--- config.mk ---
export PLATFORM = sky130hd
export DESIGN_NAME = wb_ram_arbiter_2m
export DESIGN_NICKNAME = d
export VERILOG_FILES = /design/src/rtl/wb_ram_arbiter_2m.sv
export SDC_FILE = /design/constraint.sdc
export NUM_CORES = 1
export LEC_CHECK = 0
export ABC_AREA = 1
export BUFFER_PORTS_ARGS = -buffer_cell sky130_fd_sc_hd__clkbuf_2
export CAP_MARGIN = 20
export CORE_AREA = 2 2 124 126
export CTS_CLUSTER_DIAMETER = 150
export DETAILED_ROUTE_END_ITERATION = 8
export DIE_AREA = 0 0 126 128
export PLACE_DENSITY = 0.55
export SETUP_SLACK_MARGIN = 0.4
export SLEW_MARGIN = 20
export SYNTH_ARGS = -nofsm -noshare
export SYNTH_HDL_FRONTEND = slang
export SYNTH_SLANG_ARGS = --single-unit
--- constraint.sdc ---
create_clock -name clk -period 1.65 [get_ports clk]
set_clock_uncertainty 0.2 [all_clocks]
set_input_delay 0.0825 -clock clk [delete_from_list [all_inputs] [get_ports clk]]
set_output_delay 0.0825 -clock clk [all_outputs]
set_load 0.005 [all_outputs]
--- src/rtl/wb_ram_arbiter_2m.sv ---
// -----------------------------------------------------------------------------
// wb_ram_arbiter_2m
//
// Two-master Wishbone arbiter that shares one synchronous RAM bridge slave
// between the OpenMIPS instruction bus (m0) and data bus (m1).
//
// Ownership is granted per bus cycle: a master keeps the slave for as long as
// it holds cyc, so multi-beat sequences such as read-modify-write are never
// split. Ties go round-robin. A grant decided at a clock edge takes effect
// in the following cycle.
//
// While a master owns the slave, its request is passed combinationally to the
// slave port, and ack is returned to the owner only. The other master sees
// no ack and no err, so it stalls. A per-transfer watchdog raises a one-cycle
// err pulse to the owner if the slave does not ack within TIMEOUT cycles.
//
// Ports
//   clk, rst_n              clock, asynchronous active-low reset
//   m{0,1}_cyc/stb/we_i     master cycle, strobe and write enable
//   m{0,1}_addr/data/sel_i  master address, write data and byte select
//   m{0,1}_data_o           read data (always s_data_i)
//   m{0,1}_ack_o, _err_o    acknowledge and watchdog-timeout pulse to a master
//   s_cyc/stb/we_o          slave cycle, strobe and write enable
//   s_addr/data/sel_o       slave address, write data and byte select
//   s_data_i, s_ack_i       slave read data and acknowledge
//   grant_o                 one-hot owner (bit0 = m0, bit1 = m1), 00 = idle
// -----------------------------------------------------------------------------
module wb_ram_arbiter_2m #(
  parameter int ADDR_WIDTH = 32,
  parameter int DATA_WIDTH = 32,
  parameter int SEL_WIDTH  = 4,
  parameter int TIMEOUT    = 255
) (
  input  logic                  clk,
  input  logic                  rst_n,
  // master 0 (instruction bus)
  input  logic                  m0_cyc_i,
  input  logic                  m0_stb_i,
  input  logic                  m0_we_i,
  input  logic [ADDR_WIDTH-1:0] m0_addr_i,
  input  logic [DATA_WIDTH-1:0] m0_data_i,
  input  logic [SEL_WIDTH-1:0]  m0_sel_i,
  output logic [DATA_WIDTH-1:0] m0_data_o,
  output logic                  m0_ack_o,
  output logic                  m0_err_o,
  // master 1 (data bus)
  input  logic                  m1_cyc_i,
  input  logic                  m1_stb_i,
  input  logic                  m1_we_i,
  input  logic [ADDR_WIDTH-1:0] m1_addr_i,
  input  logic [DATA_WIDTH-1:0] m1_data_i,
  input  logic [SEL_WIDTH-1:0]  m1_sel_i,
  output logic [DATA_WIDTH-1:0] m1_data_o,
  output logic                  m1_ack_o,
  output logic                  m1_err_o,
  // shared slave
  output logic                  s_cyc_o,
  output logic                  s_stb_o,
  output logic                  s_we_o,
  output logic [ADDR_WIDTH-1:0] s_addr_o,
  output logic [DATA_WIDTH-1:0] s_data_o,
  output logic [SEL_WIDTH-1:0]  s_sel_o,
  input  logic [DATA_WIDTH-1:0] s_data_i,
  input  logic                  s_ack_i,
  // arbitration status
  output logic [1:0]            grant_o
);

  typedef enum logic [1:0] {
    IDLE = 2'd0,
    OWN0 = 2'd1,
    OWN1 = 2'd2
  } state_e;

  state_e state_q, state_d;
  // Most recently granted master: 0 = m0, 1 = m1. Reset to 1 so m0 wins the
  // first tie.
  logic   last_q, last_d;

  logic req0, req1;
  logic own0, own1;
  logic timeout_hit;

  assign req0 = m0_cyc_i & m0_stb_i;
  assign req1 = m1_cyc_i & m1_stb_i;

  // ---------------------------------------------------------------------------
  // Arbitration / ownership
  // ---------------------------------------------------------------------------
  always_comb begin
    // NOTE: every variable assigned here gets a default first, so no path
    // leaves it unassigned and no latch is inferred.
    state_d = state_q;
    last_d  = last_q;
    unique case (state_q)
      IDLE: begin
        if (req0 && (!req1 || last_q)) begin
          state_d = OWN0;
          last_d  = 1'b0;
        end else if (req1) begin
          state_d = OWN1;
          last_d  = 1'b1;
        end
      end
      OWN0: begin
        // Release re-arbitrates on the same edge; the other master has
        // priority, so a waiting m1 takes over without an idle cycle.
        if (!m0_cyc_i) begin
          if (req1) begin
            state_d = OWN1;
            last_d  = 1'b1;
          end else begin
            state_d = IDLE;
          end
        end
      end
      OWN1: begin
        if (!m1_cyc_i) begin
          if (req0) begin
            state_d = OWN0;
            last_d  = 1'b0;
          end else begin
            state_d = IDLE;
          end
        end
      end
      default: state_d = IDLE;
    endcase
  end

  always_ff @(posedge clk or negedge rst_n) begin
    if (!rst_n) begin
      state_q <= IDLE;
      last_q  <= 1'b1;
    end else begin
      // NOTE: sequential state uses non-blocking assignments so every
      // register samples pre-edge values regardless of statement order.
      state_q <= state_d;
      last_q  <= last_d;
    end
  end

  assign own0    = (state_q == OWN0);
  assign own1    = (state_q == OWN1);
  assign grant_o = {own1, own0};

  // ---------------------------------------------------------------------------
  // Request mux towards the slave, response routing back to the owner
  // ---------------------------------------------------------------------------
  always_comb begin
    s_cyc_o  = 1'b0;
    s_stb_o  = 1'b0;
    s_we_o   = 1'b0;
    s_addr_o = '0;
    s_data_o = '0;
    s_sel_o  = '0;
    if (own0) begin
      s_cyc_o  = m0_cyc_i;
      s_stb_o  = m0_stb_i;
      s_we_o   = m0_we_i;
      s_addr_o = m0_addr_i;
      s_data_o = m0_data_i;
      s_sel_o  = m0_sel_i;
    end else if (own1) begin
      s_cyc_o  = m1_cyc_i;
      s_stb_o  = m1_stb_i;
      s_we_o   = m1_we_i;
      s_addr_o = m1_addr_i;
      s_data_o = m1_data_i;
      s_sel_o  = m1_sel_i;
    end
  end

  // Read data is broadcast; only the owner's ack qualifies it.
  assign m0_data_o = s_data_i;
  assign m1_data_o = s_data_i;

  // An ack arriving in IDLE (abandoned transfer) reaches nobody.
  assign m0_ack_o = own0 & s_ack_i;
  assign m1_ack_o = own1 & s_ack_i;
  assign m0_err_o = own0 & timeout_hit;
  assign m1_err_o = own1 & timeout_hit;

  // ---------------------------------------------------------------------------
  // Watchdog: counts owner cycles with stb high and no ack. The err pulse is
  // qualified by !s_ack_i, so an ack on the threshold cycle wins.
  // ---------------------------------------------------------------------------
  if (TIMEOUT > 0) begin : g_watchdog
    localparam int CW = $clog2(TIMEOUT + 1);
    localparam logic [CW-1:0] LIMIT = CW'(TIMEOUT - 1);

    logic [CW-1:0] cnt_q, cnt_d;
    logic          waiting;

    assign waiting     = (own0 | own1) & s_stb_o & ~s_ack_i;
    assign timeout_hit = waiting && (cnt_q == LIMIT);

    // The counter clears on the threshold, so it tops out at TIMEOUT-1 and
    // never wraps.
    always_comb begin
      cnt_d = cnt_q + 1'b1;
      if (!waiting || timeout_hit || (state_d != state_q)) begin
        cnt_d = '0;
      end
    end

    always_ff @(posedge clk or negedge rst_n) begin
      if (!rst_n) begin
        cnt_q <= '0;
      end else begin
        cnt_q <= cnt_d;
      end
    end
  end else begin : g_no_watchdog
    assign timeout_hit = 1'b0;
  end

endmodule

=== Yosys cells after proc, flatten, opt, wreduce, memory -nomap -nowiden ===
Index checks and enable logic that the tools add are counted.

* Flip-flop bits (word level): 11
* Memory bits (read-only): 0
* Input port bits: 177
* Latch bits: 0
* Output and inout port bits: 141
* RAM bits: 0
* Memories: 0
* Word-level logic and storage cells: 57

* Shift-type cells: 0
* Magnitude comparators: 0
* Multipliers: 0
* Equal/unequal tests: 7
* Bitwise logic cells: 10
* $add $sub $neg: 1
* Reductions and logical operators: 10
* Divide/modulo/power cells: 0
* Mux-type cells: 26

{| class="wikitable"
|+ Operators with widths
! kind !! count
|-
| $mux 32 || 4
|-
| $mux 1 || 12
|-
| $mux 2 || 5
|-
| $add 8x1->8 const B || 1
|-
| $and 1x1->1 || 8
|-
| $eq 8x8->1 const B || 1
|-
| $mux 4 || 2
|-
| $mux 8 || 1
|-
| $ne 2x2->1 const B || 3
|-
| $pmux 2 s3 || 1
|-
| $reduce_and 4->1 || 1
|-
| $logic_or 1x1->1 || 3
|-
| $pmux 1 s3 || 1
|-
| $reduce_bool 3->1 || 1
|-
| $eq 2x1->1 const B || 1
|-
| $eq 2x2->1 const B || 1
|-
| $logic_and 1x1->1 || 2
|-
| $logic_not 1->1 || 2
|-
| $logic_not 2->1 || 1
|-
| $ne 2x2->1 || 1
|-
| $not 1->1 || 1
|-
| $or 1x1->1 || 1
|}

=== Logic depth before layout (Yosys ltp) ===
Gate-level depths: netlist (run 1).

* Word-level depth: 9
* Depth in mapped cells: 14
* Gate-level depth less buffers: 13

=== Worst setup path before layout (run 1) ===
No wires, ideal clock.

* Path type: reg2reg
* Start: register state_q[1]
* End: register g_watchdog.cnt_q[5]
* Data required time: 1.329 ns
* Stages on the path, launching flop included: 15
* Path buffers: 1
* Setup time: 0.121 ns
* Period minus slack after synthesis: 1.847 ns
* Setup slack: -0.197 ns
* Data arrival time: 1.526 ns
* Cells stage by stage: dfrtp_1 inv_1 ha_1 buf_6 nand2_4 nand2_2 nand2_1 nand2_1 inv_1 nand2_1 nand2_1 nand2_1 nand2_1 nand2_4 nor2_1

* Elaborated cells on any way between the ends: 19
* Classes of those cells: eq/ne (3); mux (8); bitwise (3); reduce/logical (5)

{| class="wikitable"
|+ RTL lines
! item !! line !! source
|-
| start, declared || 75 || <nowiki>state_e state_q, state_d;</nowiki>
|-
| start signal, assigned || 138 || <nowiki>state_q <= state_d;</nowiki>
|-
| $eq 2x1->1 * || 143 || <nowiki>assign own0 = (state_q == OWN0);</nowiki>
|-
| via own0 || 81 || <nowiki>logic own0, own1;</nowiki>
|-
| $or 1x1->1 or $mux 1 (tied branches) || 195, 157 ||
|-
| $and 1x1->1 (2 in series) || 195 || <nowiki>assign waiting = (own0 | own1) & s_stb_o & ~s_ack_i;</nowiki>
|-
| $logic_not 1->1 or $logic_and 1x1->1 (tied branches) || 202, 196 ||
|-
| $logic_or 1x1->1 || 202 || <nowiki>if (!waiting || timeout_hit || (state_d != state_q)) begin</nowiki>
|-
| $logic_or 1x1->1 * || 202 ||
|-
| $mux 8 * || 202 ||
|-
| via g_watchdog.cnt_d[5] || 192 || <nowiki>logic [CW-1:0] cnt_q, cnt_d;</nowiki>
|-
| end signal, assigned || 211 || <nowiki>cnt_q <= cnt_d;</nowiki>
|-
| end, declared || 192 ||
|}

The timed path passes the listed nets; every way through them passes the cells marked *.
A chain may end at the register's enable or synchronous reset.

=== Worst setup path in the final report (run 1) ===
* Start: register state_q[1]
* End: output s_data_o[28]

* Cells in the longest elaborated chain, start to end: 3
* Elaborated cells on any way between the ends: 4
* Classes of those cells: eq/ne (2); mux (2)

{| class="wikitable"
|+ Ends and longest elaborated chain
! item !! line !! source
|-
| $eq 2x2->1 || 144 || <nowiki>assign own1 = (state_q == OWN1);</nowiki>
|-
| $mux 32 || 164 || <nowiki>end else if (own1) begin</nowiki>
|-
| $mux 32 * || 157 || <nowiki>if (own0) begin</nowiki>
|-
| end, declared || 61 || <nowiki>output logic [DATA_WIDTH-1:0] s_data_o,</nowiki>
|}

Mark *: on every way between the ends. The rest lies on a longest branch, timed or not.

==> flow_summary.yaml, run 1 <==
critical_path:
  cp_cell_sequence: "inv_2 -> ha_4 -> buf_4 -> buf_12 -> clkbuf_16 -> nand2_1 -> nand2_1 -> buf_2"
  r2r_start: "state_q[0]"
  cp_slowest_cell: "dfrtp_1"
  cp.arrival_ns: 1.60
  slowest_delay_ns: 0.39
  path_class: "reg2out"
  worstReg2RegEnd: "g_watchdog.cnt_q[0]"
  rrSetupSlack_ns: -0.22
  worstPathRequired_ns: 1.37
  reg2reg_depth: 13
  critical_path_peak_fanout: 8
  cp-end-kind: "output pin"
  worst_setup_path_start_kind: "flop"
  cp_common_cell: "nand2_1"
route:
  wl_per_cell_um: 14.0
  ant_nets: 0
  first_iter_violations: 100
  num_vias: 3261
  drtPass1Iterations: 5
  routed_wl_um: 11300
  drc: 0
  drt-vias-per-instance: 4.05
status:
  status: "finished, violations left"
  violations: "setup timing"
die:
  start_util_pct: 15.1
  die_height_um: 128
  die_area_mm2: 0.0161
  rows: 45
  die_w_um: 126
  io_pins: 318
  core-area_mm2: 0.0149
job:
  cap_viol_max_count: 0
finish:
  final_cells: 805
  antenna_cells: 0
  drive_gt1_share_pct: 50.2
  multi_input_area_mm2: 0.00144
  seqCellArea_um2: 278
  fin_area_mm2: 0.00420
  fill_cells: 1674
  areaGrowthSynthToFinish_pct: 87.1
  finalNetCount: 801
yosys:
  synth_most_common_cell: "nand2_1"
  ys_seq_elements: 11
  synthArstFlopShare_pct: 100
  synthCells: 402
  synth_edf_count: 0
  synth_nets: 585
  synthTopCellsByCount: "162 x nand2_1, 76 x nand3_1, 67 x buf_4, 21 x clkbuf_1, 15 x nor2_1"
  netlist.top_cell.by_area: "nand2_1"
  ys_top_cells_by_area: "nand2_1 27%, buf_4 22%, nand3_1 17%, dfrtp_1 11%, clkbuf_1 3.5%"
  synth.top_cell.area_share_pct: 27.1
  synth.distinct_cells: 25
  ys.flop_type: "dfrtp_1"
  synth_area_mm2: 0.00224
  synth_seq_area_share_pct: 12.3
  avgSynthCellArea_um2: 5.58
  yosys_warnings: 0
worst_hold_path:
  hold_path.class: "in2async"
global_route:
  overflow: 0
  antenna_found_initial: 0
  grt_pass1_vias: 2755
  grt_first_pass_wirelength_um: 15300
  grt_max_degree: 29
  track_usage_pct: 11.7
power_and_ir_drop:
  p_leak_nw: 2.45
  ir_worst_vdd_mv: 0.480
  p_per_area_mw_per_mm2: 1360
sta:
  fin_ws_ns: -0.231
  rsz0062_at_grt: "yes"
  worstMarginPinSlew_ns: 0.318
  slew_violations: 0
  period_needed_ns: 1.88
  hold_viol: 0
  period_share_pct: 114
  slew-limit-headroom_pct: 78.7
  fmax_ghz: 0.532
  setup_violations: 85
place:
  place_hpwl_um: 8360
  place_congestion: 0.795
  post-place-ws_ns: -0.174
  placed_cell_area_mm2: 0.00326
  dp.cells: 747
  io_buffer_count: 221
clock_network:
  tritoncts: "yes"
  cts_buffer_depth: 2
  h-tree-depth: 1
  cts_buffers: 3
  clockRootBuffer: "clkbuf_16"
  clkSinkCount: 11
  clk-insertion-delay-late_ns: 0.24
  path_clk_slew_ns: 0.04
-- stage by stage --
stage | TNS [ns] | util, % | hold WS, ns | total power, mW
final | -13.62 | 28.2 | 0.0600 | 5.70
after global routing | -21.89 | 28.2 | 0.0799 | 6.13
after CTS | -11.17 | 26.5 | 0.0420 | 5.24
after detailed placement | -1.53 | 21.9 | -0.217 | 4.00
after global placement | -1.19 | 21.9 | -0.219 | 4.01
after floorplan | -0.847 | - | -0.413 | 2.28
-- cell families (layout without fill, tap and decap cells) --
| logic type | count (synthesis) | after routing | synth area share [%] |
|---|---|---|---|
| buffers and inverters | 106 | 321 | 29.3 |
| AOI/OAI and AO/OA | 10 | 10 | 2.73 |
| adders and majority gates | 6 | 6 | 3.35 |
| xor gates and xnor gates | 5 | 5 | 1.95 |
| DFF | 11 | 11 | 12.3 |
| and+or+nand+nor | 264 | 264 | 50.3 |
-- timing repair --
| action | in CTS | in global routing |
|---|---|---|
| buffers inserted | 8 | 5 |
| hold buffers | 33 | 0 |
| gates resized for setup | 30 | 43 |
| setup endpoints to repair | 88 | 88 |
| gates cloned | 4 | 4 |
| pin swaps | 6 | 7 |
| hold endpoints to repair | 75 | 0 |
-- where the power goes --
group | switching (mW) | internal [mW] | leakage [nW]
logic | 2.47 | 2.43 | 2.26
registers | 0.0381 | 0.319 | 0.147
clock network | 0.119 | 0.324 | 0.0382
-- flip-flops by register name, summed over array words and instances (netlist names) --
signal            cells
g_watchdog.cnt_q      8
state_q               2
last_q                1
-- metal layers --
layer | wire length, µm | up-vias | global-route usage [%] | share of wire (%)
met2 | 5480 | 183 | 19.7 | 49
li1 | - | 1630 | - | -
met4 | 17 | 0 | 0.259 | 0.15
met1 | 4970 | 1446 | 16.7 | 44
met5 | 0 | - | 0 | 0
met3 | 804 | 2 | 2.13 | 7.1
-- placed cells by master (no fill, tap or decap) --
cell type / n
a21oi_2: 1
clkbuf_16: 7
buf_12: 8
nand3_2: 7
o21ai_0: 3
nand4_1: 2
dfrtp_1: 9
buf_6: 13
a22oi_1: 1
clkbuf_1: 1
inv_6: 1
clkbuf_2: 207
a21boi_0: 1
inv_1: 12
nor2_2: 4
nand2_1: 155
inv_4: 1
o21ai_4: 1
dfstp_2: 1
nand2_2: 10
buf_8: 1
nor2_4: 3
xor2_1: 4
o21ai_1: 1
xnor2_1: 1
ha_1: 4
nor2_1: 10
nand3_1: 69
dlygate4sd3_1: 33
nand2_4: 4
inv_2: 3
buf_16: 4
dfrtp_2: 1
a21oi_4: 1
buf_2: 13
ha_4: 2
a211oi_1: 1
buf_4: 17
-- worst max-delay path: cells and delay by family (launching register included) --
| family | cells | cell delay (ns) |
|---|---|---|
| adders and majority gates | 1 | 0.19 |
| and+or+nand+nor | 2 | 0.12 |
| buffers and inverters | 5 | 0.66 |
| DFF | 1 | 0.39 |
-- cell type report --
class                           instances  share of cell area, %
Clock buffer                            4                   1.88
Tap cell                              188                   5.61
Inverter                               17                   1.70
Sequential cell                        11                   6.62
Multi-Input combinational cell        285                   34.4
Timing Repair Buffer                  300                   49.8
-- worst max-delay path by stage --
stage	slack (ns)	from	endpoint	cells after the start
2_1_floorplan	-0.11	state_q[0]	g_watchdog.cnt_q[5]	14
3_3_place_gp	-0.14	state_q[0]	g_watchdog.cnt_q[5]	13
3_5_place_dp	-0.17	state_q[0]	g_watchdog.cnt_q[3]	13
4_1_cts	-0.20	state_q[0]	s_addr_o[14]	7
5_1_grt	-0.35	state_q[1]	g_watchdog.cnt_q[4]	14
6_report	-0.23	state_q[1]	s_data_o[28]	8
Power figures use the tool's default switching activity.
==> inputs of run 2 (changes only) <==
--- a/config.mk
+++ b/config.mk
@@ -14,2 +14,3 @@
 export DIE_AREA = 0 0 126 128
+export HOLD_SLACK_MARGIN = 0.05
 export PLACE_DENSITY = 0.55
--- a/constraint.sdc
+++ b/constraint.sdc
@@ -4,2 +4,2 @@
 set_output_delay 0.0825 -clock clk [all_outputs]
-set_load 0.005 [all_outputs]
+set_load 0.1 [all_outputs]
==> run 2 against run 1 <==
  * The flow still finishes with violations (setup timing)
  * Sequential power barely moved
  * Hold slack got worse by 0.0056 ns
  * Count of clock-buffer cells in the layout fell by 1
  * Routed wire length rose by 24%
  * Register-to-register slack got worse by 0.11 ns
  * Power rose to 3.2 times the previous value
  * Non-clock buffer count rose by 29
  * Final cell count rose by 3.6%
  * Sequential share of layout area fell by 3.1 points
  * Combinational power rose to 3.5 times the previous value
  * Design area rose by 86%
  * Largest power group unchanged
==> flow_summary.yaml, run 2 (same netlist as run 1, synthesis figures left out) <==
status:
  status: "finished, violations left"
  violations: "setup timing"
finish:
  multi_input_area_mm2: 0.00317
  fill_cells: 1272
  drive_gt1_share_pct: 79.3
  seqCellArea_um2: 278
  layout_common_cells: "144 x clkbuf_2, 128 x buf_12, 81 x nand2_8"
  final_cells: 834
  regMostFlops: "g_watchdog.cnt_q"
  finalNetCount: 830
  reg.largest.list: "g_watchdog.cnt_q (8), state_q (2), last_q (1)"
  fin_area_mm2: 0.00779
  utilization_pct: 52.4
  areaGrowthSynthToFinish_pct: 247
  largest_reg_flops: 8
  antenna_cells: 0
  layout_commonest_cell: "clkbuf_2"
die:
  io_pins: 318
  die_w_um: 126
  rows: 45
  die_area_mm2: 0.0161
  die_height_um: 128
  start_util_pct: 15.1
  core-area_mm2: 0.0149
power_and_ir_drop:
  ir_worst_vdd_mv: 1.88
  p_per_area_mw_per_mm2: 2330
  p_leak_nw: 3.40
  p_total_mw: 18.1
sta:
  period_needed_ns: 2.04
  setup_violations: 87
  fmax_ghz: 0.490
  slew_violations: 0
  hold_ws_ns: 0.0544
  tns_ns: -28.59
  slew-limit-headroom_pct: 79.6
  fin_ws_ns: -0.391
  rsz0062_at_grt: "yes"
  hold_viol: 0
  period_share_pct: 124
  worstMarginPinSlew_ns: 0.306
critical_path:
  worstPathRequired_ns: 1.37
  worstReg2RegEnd: "g_watchdog.cnt_q[4]"
  r2r_start: "state_q[0]"
  cp.arrival_ns: 1.76
  critical_path_peak_fanout: 41
  worst_setup_path_start_kind: "flop"
  path_class: "reg2out"
  rrSetupSlack_ns: -0.33
  cp-end-kind: "output pin"
  reg2reg_depth: 14
clock_network:
  tritoncts: "yes"
  cts_buffers: 3
  h-tree-depth: 1
  cts_buffer_depth: 2
  clockRootBuffer: "clkbuf_16"
  path_clk_slew_ns: 0.05
  clk-insertion-delay-late_ns: 0.24
  clkSinkCount: 11
place:
  place_hpwl_um: 9070
  dp.cells: 753
  post-place-ws_ns: -0.248
  io_buffer_count: 221
  placed_cell_area_mm2: 0.00569
  place_congestion: 0.788
route:
  drc: 0
  wl_met2_um: 7930
  routed_wl_um: 14000
  top_layer: "met4"
  first_iter_violations: 85
  dr_wl_met3_um: 973
  drtPass1Iterations: 4
  drt-vias-per-instance: 4.24
  wl_met1_um: 4680
  num_vias: 3535
  ant_nets: 0
  wl_per_cell_um: 16.7
worst_hold_path:
  hold_path.class: "in2async"
global_route:
  overflow: 0
  grt_max_degree: 42
  track_usage_pct: 15.2
  grt_first_pass_wirelength_um: 19700
  antenna_found_initial: 0
  grt_pass1_vias: 3762
job:
  cap_viol_max_count: 0
[run 2: changes by cell type in the layout (fill, tap and decap cells not counted), moves of 16 or more]
cell,delta
nand3_2,+18
nand3_4,+16
buf_12,+120
nand3_1,-34
buf_4,+18
nand2_8,+81
dlygate4sd3_1,-32
nand2_1,-101
clkbuf_2,-63
[run 2: worst max path at each step]
stage / from / to / slack (ns) / cells past startpoint
floorplan: state_q[1] / m0_err_o / -0.51 / 7
global placement: state_q[0] / g_watchdog.cnt_q[5] / -0.18 / 13
detailed placement: state_q[0] / g_watchdog.cnt_q[4] / -0.25 / 13
CTS: state_q[0] / s_data_o[26] / -0.39 / 6
global route: state_q[0] / s_addr_o[14] / -0.46 / 6
finish: state_q[0] / s_addr_o[17] / -0.39 / 6
[run 2: timing repair]
item,4_1_cts,5_1_grt
buffers inserted,21,15
endpoints found under the setup margin,88,88
pin swaps,19,12
resized for setup,119,36
hold buffers,33,0
cloned,4,4
hold endpoints to repair,75,0
[run 2: power by group]
part	switching, mW	internal, mW
sequential	0.0362	0.319
combinational	10.7	6.61
clock	0.137	0.322
total	10.9	7.25
[run 2: cell type report]
class | count | area share [%]
clock inverter | 1 | 0.0643
sequential | 11 | 3.57
timing repair buffer | 329 | 50.7
multi-input combinational | 285 | 40.6
tap | 188 | 3.02
inverter | 17 | 1.04
clock buffer | 3 | 0.964
[run 2: routing by layer]
layer  up-vias  GRT usage, %
li1       1693             -
met1      1631          16.6
met2       189          29.9
met3        22          3.21
met4         0          3.36
met5         -             0
[run 2: critical path: stages, from the launching register on]
cell	delay, ns
dfrtp_2	0.44
ha_4	0.21
inv_8	0.08
buf_12	0.23
nand3_1	0.23
nand2_8	0.11
buf_12	0.17
